--- config.mk ---
export PLATFORM = sky130hd
export DESIGN_NAME = juice_vend_controller
export DESIGN_NICKNAME = d
export VERILOG_FILES = /design/src/rtl/juice_vend_controller.sv
export SDC_FILE = /design/constraint.sdc
export NUM_CORES = 1
export LEC_CHECK = 0
export BUFFER_PORTS_ARGS = -buffer_cell sky130_fd_sc_hd__buf_2
export CAP_MARGIN = 10
export CORE_MARGIN = 2
export CORE_UTILIZATION = 40
export DETAILED_ROUTE_END_ITERATION = 7
export PLACE_DENSITY_LB_ADDON = 0.15
export SYNTH_ARGS = -nofsm -noshare
export SYNTH_HDL_FRONTEND = slang
export SYNTH_SLANG_ARGS = --single-unit
--- constraint.sdc ---
create_clock -name clk -period 2.02 [get_ports clk]
set_input_delay 0.404 -clock clk [delete_from_list [all_inputs] [get_ports clk]]
set_output_delay 0.404 -clock clk [all_outputs]
set_load 0.03 [all_outputs]
--- src/rtl/juice_vend_controller.sv ---
// Vend sequencer: coin credit accumulation, two-way juice selection onto one
// shared valve with done/timeout handshake, and $1 change-pulse refunds.
module juice_vend_controller #(
  parameter int PRICE_1      = 2,
  parameter int PRICE_2      = 3,
  parameter int MAX_CREDIT   = 9,
  parameter int DISP_TIMEOUT = 16
) (
  input  logic       clk,
  input  logic       rst_n,
  input  logic [2:0] dollar,
  input  logic       sel_1,
  input  logic       sel_2,
  input  logic       cancel,
  input  logic       disp_done,
  output logic       juice_1,
  output logic       juice_2,
  output logic       return_change,
  output logic [3:0] credit,
  output logic       coin_reject,
  output logic       fault,
  output logic       busy
);

  localparam int TW = $clog2(DISP_TIMEOUT + 1);

  typedef enum logic [1:0] {S_IDLE, S_CREDIT, S_DISPENSE, S_CHANGE} state_t;

  state_t        r_state, w_state_n;
  logic [3:0]    r_credit, w_credit_n;
  logic          r_juice_1, w_juice_1_n;
  logic          r_juice_2, w_juice_2_n;
  logic          r_change, w_change_n;
  logic          r_reject, w_reject_n;
  logic          r_fault, w_fault_n;
  logic          r_sel2, w_sel2_n;
  logic [TW-1:0] r_tcnt, w_tcnt_n;

  logic          w_coin;
  logic          w_coin_valid;
  logic [3:0]    w_coin_val;
  logic [4:0]    w_sum;
  logic          w_fits;

  assign w_coin = (dollar != 3'b000);

  always_comb begin
    w_coin_valid = 1'b1;
    w_coin_val   = '0;
    case (dollar)
      3'b001:  w_coin_val = 4'd1;
      3'b010:  w_coin_val = 4'd2;
      3'b011:  w_coin_val = 4'd5;
      default: w_coin_valid = 1'b0;
    endcase
  end

  assign w_sum  = {1'b0, r_credit} + {1'b0, w_coin_val};
  assign w_fits = w_coin_valid && (w_sum <= 5'(MAX_CREDIT));

  always_comb begin
    w_state_n   = r_state;
    w_credit_n  = r_credit;
    w_juice_1_n = r_juice_1;
    w_juice_2_n = r_juice_2;
    w_change_n  = 1'b0;
    w_reject_n  = 1'b0;
    w_fault_n   = 1'b0;
    w_sel2_n    = r_sel2;
    w_tcnt_n    = r_tcnt;

    case (r_state)
      S_IDLE, S_CREDIT: begin
        if (w_coin) begin
          if (w_fits) begin
            w_credit_n = w_sum[3:0];
            w_state_n  = S_CREDIT;
          end else begin
            w_reject_n = 1'b1;
          end
        end
        // Cancel wins over selection; a coin in the same cycle still lands.
        if (r_state == S_CREDIT) begin
          if (cancel) begin
            w_state_n  = S_CHANGE;
            w_change_n = 1'b1;
          end else if (!w_coin) begin
            if (sel_1) begin
              if (r_credit >= 4'(PRICE_1)) begin
                w_credit_n  = r_credit - 4'(PRICE_1);
                w_juice_1_n = 1'b1;
                w_sel2_n    = 1'b0;
                w_tcnt_n    = '0;
                w_state_n   = S_DISPENSE;
              end
            end else if (sel_2) begin
              if (r_credit >= 4'(PRICE_2)) begin
                w_credit_n  = r_credit - 4'(PRICE_2);
                w_juice_2_n = 1'b1;
                w_sel2_n    = 1'b1;
                w_tcnt_n    = '0;
                w_state_n   = S_DISPENSE;
              end
            end
          end
        end
      end

      S_DISPENSE: begin
        w_reject_n = w_coin;
        if (disp_done) begin
          w_juice_1_n = 1'b0;
          w_juice_2_n = 1'b0;
          if (r_credit != 4'd0) begin
            w_state_n  = S_CHANGE;
            w_change_n = 1'b1;
          end else begin
            w_state_n = S_IDLE;
          end
        end else if (r_tcnt == TW'(DISP_TIMEOUT - 1)) begin
          w_juice_1_n = 1'b0;
          w_juice_2_n = 1'b0;
          w_fault_n   = 1'b1;
          w_credit_n  = r_credit + (r_sel2 ? 4'(PRICE_2) : 4'(PRICE_1));
          w_state_n   = S_CHANGE;
          w_change_n  = 1'b1;
        end else begin
          w_tcnt_n = r_tcnt + 1'b1;
        end
      end

      S_CHANGE: begin
        w_reject_n = w_coin;
        // Each high pulse retires one dollar at its closing edge.
        if (r_change) begin
          w_credit_n = r_credit - 4'd1;
          if (r_credit == 4'd1) w_state_n = S_IDLE;
        end else begin
          w_change_n = 1'b1;
        end
      end

      default: w_state_n = S_IDLE;
    endcase
  end

  always_ff @(posedge clk or negedge rst_n) begin
    if (!rst_n) begin
      r_state   <= S_IDLE;
      r_credit  <= '0;
      r_juice_1 <= 1'b0;
      r_juice_2 <= 1'b0;
      r_change  <= 1'b0;
      r_reject  <= 1'b0;
      r_fault   <= 1'b0;
      r_sel2    <= 1'b0;
      r_tcnt    <= '0;
    end else begin
      r_state   <= w_state_n;
      r_credit  <= w_credit_n;
      r_juice_1 <= w_juice_1_n;
      r_juice_2 <= w_juice_2_n;
      r_change  <= w_change_n;
      r_reject  <= w_reject_n;
      r_fault   <= w_fault_n;
      r_sel2    <= w_sel2_n;
      r_tcnt    <= w_tcnt_n;
    end
  end

  assign juice_1       = r_juice_1;
  assign juice_2       = r_juice_2;
  assign return_change = r_change;
  assign credit        = r_credit;
  assign coin_reject   = r_reject;
  assign fault         = r_fault;
  assign busy          = (r_state == S_DISPENSE) || (r_state == S_CHANGE);

endmodule

## Yosys cells after proc, flatten, opt, wreduce, memory -nomap -nowiden

Cells that the tools add are included.

| word-level totals | value |
|---|---|
| flip-flop bits (word level) | 17 |
| output and inout port bits | 10 |
| logic and storage cells | 133 |
| input port bits | 9 |

| operators by class | value |
|---|---|
| equality and inequality tests | 26 |
| reduce and logical (&&, ||, !) cells | 17 |
| muxes and demuxes | 70 |
| $add $sub $neg | 6 |
| bitwise operators | 2 |
| order comparisons | 3 |

Operators by type and width:

| cell | count |
|---|---|
| 4-bit two-way mux | 12 |
| 5-bit two-way mux | 9 |
| 2-bit two-way mux | 14 |
| 1-bit two-way mux | 27 |
| 2-bit != test, second input constant | 13 |
| 7-bit AND reduction | 2 |
| 3-bit != test, second input constant | 4 |
| 4-bit one-hot mux with 3 select lines | 1 |
| 5-bit one-hot mux with 2 select lines | 1 |
| 3-bit one-hot mux with 3 select lines | 1 |
| 9-bit AND reduction | 1 |
| 4-bit by 2-bit >= comparator with 1-bit output, second input constant | 2 |
| 8-bit AND reduction | 1 |
| 4-bit by 2-bit subtractor with 4-bit output, second input constant | 2 |
| 3-bit by 2-bit == test with 1-bit output, second input constant | 2 |
| 1-bit one-hot mux with 2 select lines | 3 |
| 2-bit one-hot mux with 3 select lines | 1 |
| 3-bit AND reduction | 2 |
| 2-bit nonzero test | 3 |
| 4-bit by 4-bit adder with 5-bit output | 1 |
| 5-bit by 1-bit adder with 5-bit output, second input constant | 1 |
| 5-bit by 4-bit == test with 1-bit output, second input constant | 1 |
| 5-bit by 4-bit less-or-equal comparator with 1-bit output, second input constant | 1 |
| 4-bit by 2-bit adder with 4-bit output | 1 |
| other kinds (15) | 18 |

## Longest topological paths before layout

| logic depth | value |
|---|---|
| word-level depth | 14 |
| mapped depth | 9 |
| mapped depth without buffers | 8 |

## Least setup slack after synthesis

Ideal clock, no wire load.

| timing | value |
|---|---|
| path type | register to register |
| from | register r_credit[1], in the netlist credit[1] |
| to | register r_tcnt[3] |
| data arrival time | 2.296 ns |
| buffers on the path | 0 |
| library setup time | 0.069 ns |
| clock period less this slack | 2.365 ns |
| required time | 1.951 ns |
| stages on the path, launching flop included | 7 |
| path slack | -0.345 ns |
| path through | dfrtp_1 > ha_1 > o31ai_1 > a221oi_4 > o2111ai_4 > or4b_1 > nand3_1 |

| between the ends | value |
|---|---|
| longest elaborated chain between the ends | 3 |
| elaborated cells between the ends (all ways) | 5 |
| classes of those cells | order compare (2); eq/ne (2); reduce/logical (1) |

Ends and longest elaborated chain:

| what | line | text |
|---|---|---|
| start, declared | 30 | `logic [3:0] r_credit, w_credit_n;` |
| start signal, assigned | 160 | `r_credit <= w_credit_n;` |
| 4-bit by 2-bit >= comparator with 1-bit output, on equally long branches | 89, 97 |  |
| 3-bit != test (no source line) | n/a |  |
| 9-bit AND reduction (no source line) * | n/a |  |
| end signal, assigned | 167 | `r_tcnt <= w_tcnt_n;` |
| end, declared | 37 | `logic [TW-1:0] r_tcnt, w_tcnt_n;` |

Mark *: on every way between the ends. The rest lies on a longest branch, timed or not.
A chain may end at the register's enable or synchronous reset.

## Worst setup path in the final report

| timing | value |
|---|---|
| from | register r_credit[0], in the netlist credit[0] |
| to | register r_credit[1], in the netlist credit[1] |

| between the ends | value |
|---|---|
| longest elaborated chain between the ends | 12 |
| elaborated cells between the ends (all ways) | 22 |
| classes of those cells | add/sub (5); order compare (3); mux (13); reduce/logical (1) |

Ends and longest elaborated chain:

| what | line | text |
|---|---|---|
| 4-bit by 4-bit adder with 5-bit output | 58 | `assign w_sum = {1'b0, r_credit} + {1'b0, w_coin_val};` |
| 5-bit by 4-bit less-or-equal comparator with 1-bit output | 59 | `assign w_fits = w_coin_valid && (w_sum <= 5'(MAX_CREDIT));` |
| 1-bit logical AND | 59 |  |
| 4-bit two-way mux | 75 | `if (w_fits) begin` |
| 4-bit two-way mux | 74 | `if (w_coin) begin` |
| 4-bit two-way mux | 97 | `if (r_credit >= 4'(PRICE_2)) begin` |
| 4-bit two-way mux | 96 | `end else if (sel_2) begin` |
| 4-bit two-way mux | 88 | `if (sel_1) begin` |
| 4-bit two-way mux | 87 | `end else if (!w_coin) begin` |
| 4-bit two-way mux | 84 | `if (cancel) begin` |
| 4-bit two-way mux | 83 | `if (r_state == S_CREDIT) begin` |
| 4-bit one-hot mux with 3 select lines * | 72 | `case (r_state)` |

Mark *: on every way between the ends. The rest lies on a longest branch, timed or not. The select of a mux whose other input is x is not followed.

==> metrics.yaml <==
global_route:
  antenna_found_initial: 0
  grt_pass1_wl_um: 8520
  overflow: 0
  track_usage_pct: 21.2
  grt_max_degree: 18
  grt_pass1_vias: 1707
route:
  wl_um: 5100
  dr_total_vias: 1798
  ant_nets: 0
  dr.pass1.iters: 4
  drt-initial-drc-count: 119
  routedWlPerCell_um: 15.9
  viasPerCell: 5.62
  route.detailed.drc: 0
logic_synthesis:
  synth-async-reset-ratio_pct: 100
  synth_top_family_by_area: "compound AO/OA/AOI/OAI gates"
  synth_flop_cell: "dfrtp_1"
  synth_seq_cells: 17
  syn_nets: 239
  syn_area_um2: 1730
  ys_types: 50
  synthCells: 208
  yosysSeqAreaShare_pct: 24.5
  syn_avg_cell_area_um2: 8.34
  synth-xor-area-share_pct: 2.02
  synth_compound_area_share_pct: 28.6
  yosys_warnings: 0
  synth-simple-area-share_pct: 23.2
  synth_edf_count: 0
  synthMuxAreaShare_pct: 0.577
  synthAdderAreaFrac_pct: 16.3
finish:
  seq_area_um2: 430
  mostFrequentLayoutCells: "buf_4, buf_2, ha_1"
  stdcell_area_um2: 2440
  antenna_cells: 0
  nets: 302
  multi_input_area_um2: 1400
  fill_cells: 392
  final_common_cell: "buf_4"
  layout-drive-gt1-share_pct: 38.5
  area_growth_pct: 40.7
  fin_util_pct: 59.7
clocking:
  cts.sinks: 17
  cts_buffers: 3
  clock_latency_ps: 260
  cts-hold-fix-buffers: 0
  clock_path_buffers: 2
  cts_tree: "built"
  cts_root_buf: "clkbuf_8"
  clk_pin_slew_ps: 80
  htree_levels: 1
place:
  postPlaceCellArea_um2: 2280
  place_congestion: 0.874
  dp_slack_ps: -259
  hpwl_um: 3960
  numPortBuffers: 18
sta:
  fin_skew_ps: 2.39
  worstMarginPinSlew_ps: 427
  fin_crit_ps: 2110
  rsz0062_at_grt: "true"
  hold_viol: 0
  holdWs_ps: 73.6
  fin_crit_sh_pct: 104
  setup_viol: 4
  slew_headroom_pct: 71.5
  max_clock_freq_mhz: 475
  fin_ws_ps: -85.9
  fin_setup_tns_ps: -219
  timing_max_transition_violations_final: 0
critical_path:
  cpPeakStageDelay_ps: 470
  startpoint_type: "register"
  worstPathMaxFanout: 4
  cp_top_family: "compound AO/OA/AOI/OAI gates"
  crit_type: "reg -> reg"
  r2r.worst_path.cells: 8
  crit_buf_inv: 1
  cpMostUsedCell: "a21oi_2"
  crit_path_top_delay_cell: "dfrtp_2"
  end_kind: "register"
  cp.arrival_ps: 2280
  cp_num_cells: 8
  crit_chain: "ha_4 > fa_2 > xnor2_2 > a21oi_2 > buf_4 > a21boi_2 > o221ai_1 > a21oi_2"
  worst-endpoint-required_ps: 2190
floorplanning:
  die_area_um2: 4880
  die_y_um: 69.8
  rows: 23
  die_w_um: 69.8
  io_pins: 19
  coreArea_um2: 4090
  start_util_pct: 42.4
outcome:
  status: "finished with violations"
  violations: "negative setup slack"
power:
  cellLeakagePower_nw: 1.11
  ir_worst_vdd_uv: 725
  p_per_area_nw_per_um2: 1600
worst_hold_path:
  hold_class: "in -> async"
run:
  drv_cap: 0
worst register-to-register path: stages (launching register included):
cell      delay, ps
dfrtp_2         470
ha_4            190
fa_2            380
xnor2_2         170
a21oi_2         190
buf_4           150
a21boi_2        140
o221ai_1        150
a21oi_2         190
registers in the layout, summed over array words and instances, names as in the netlist:
name	flops
r_sel2	1
fault	1
return_change	1
juice_2	1
coin_reject	1
credit	4
juice_1	1
r_state	2
r_tcnt	5
layout make-up:
class                           count  share of cell area (%)
Clock inverter                      1                   0.205
Timing Repair Buffer               64                    18.4
Multi-Input combinational cell    171                    57.4
Inverter                           14                    2.15
Sequential cell                    17                    17.6
Clock buffer                        3                    1.69
Tap cell                           50                    2.56
metal layers:
layer  track usage (%)  wire length, um
met1              31.5             2470
met2              33.1             2330
met3              3.05              272
met4              3.21               19
met5                 0                0
cell families (layout without fill, tap and decap cells):
family / after synthesis / in the layout
xor+xnor: 4 / 4
fa+ha+maj: 22 / 22
flops: 17 / 17
buf+inv: 20 / 82
simple gates: 73 / 73
mux: 1 / 1
compound gates: 71 / 71
Yosys cell counts, types with 2 or more instances:
master	count	area (um2)
o221ai_1	3	26.3
and3b_1	2	17.5
and2_1	2	12.5
nand3b_1	2	15.0
and3_1	3	18.8
nor2_1	10	37.5
nand2_1	15	56.3
o2111ai_1	2	17.5
o2bb2ai_1	2	17.5
or3b_1	3	26.3
ha_1	21	263
nor3_1	6	30.0
nand3_1	9	45.0
o31ai_1	3	22.5
a31oi_1	4	25.0
xnor2_1	4	35.0
nor3b_1	2	15.0
nand2b_1	6	37.5
or3_1	5	31.3
inv_1	13	48.8
o21ai_1	11	55.1
o21ai_0	8	40.0
a21oi_1	17	85.1
clkbuf_1	4	15.0
dfrtp_1	17	425
a21o_1	5	37.5
a32oi_1	2	17.5
nor2b_1	4	25.0
a2111oi_0	2	17.5
path summary, 6_finish.rpt:
| kind | end | slack (ps) | from |
|---|---|---|---|
| worst max-delay path | credit[1] | -90 | credit[0] |
| worst min-delay path | fault | 70 | rst_n |
| worst max register to register | credit[1] | -90 | credit[0] |
| worst min register to register | juice_1 | 490 | juice_1 |
| max in group asynchronous | credit[1] | 1620 | rst_n |
| min in group clk | juice_1 | 490 | juice_1 |
report_power, final:
group | leakage [nW] | switching, mW | internal (mW)
registers | 0.205 | 0.170 | 0.486
clock network | 0.0255 | 0.135 | 0.137
logic | 0.879 | 1.63 | 1.34
total | 1.11 | 1.93 | 1.96
timing repair:
| action | CTS | global route |
|---|---|---|
| resized for setup | 6 | 14 |
| setup buffers | 2 | 1 |
| pin swaps | 4 | 4 |
| setup endpoints to repair | 7 | 10 |
stage by stage:
step	power [mW]	instances
floorplan	2.38	208
global placement	3.36	314
detailed placement	3.38	314
CTS	3.77	320
global route	4.24	320
finish	3.90	320
(Power assumes the default switching activity.)
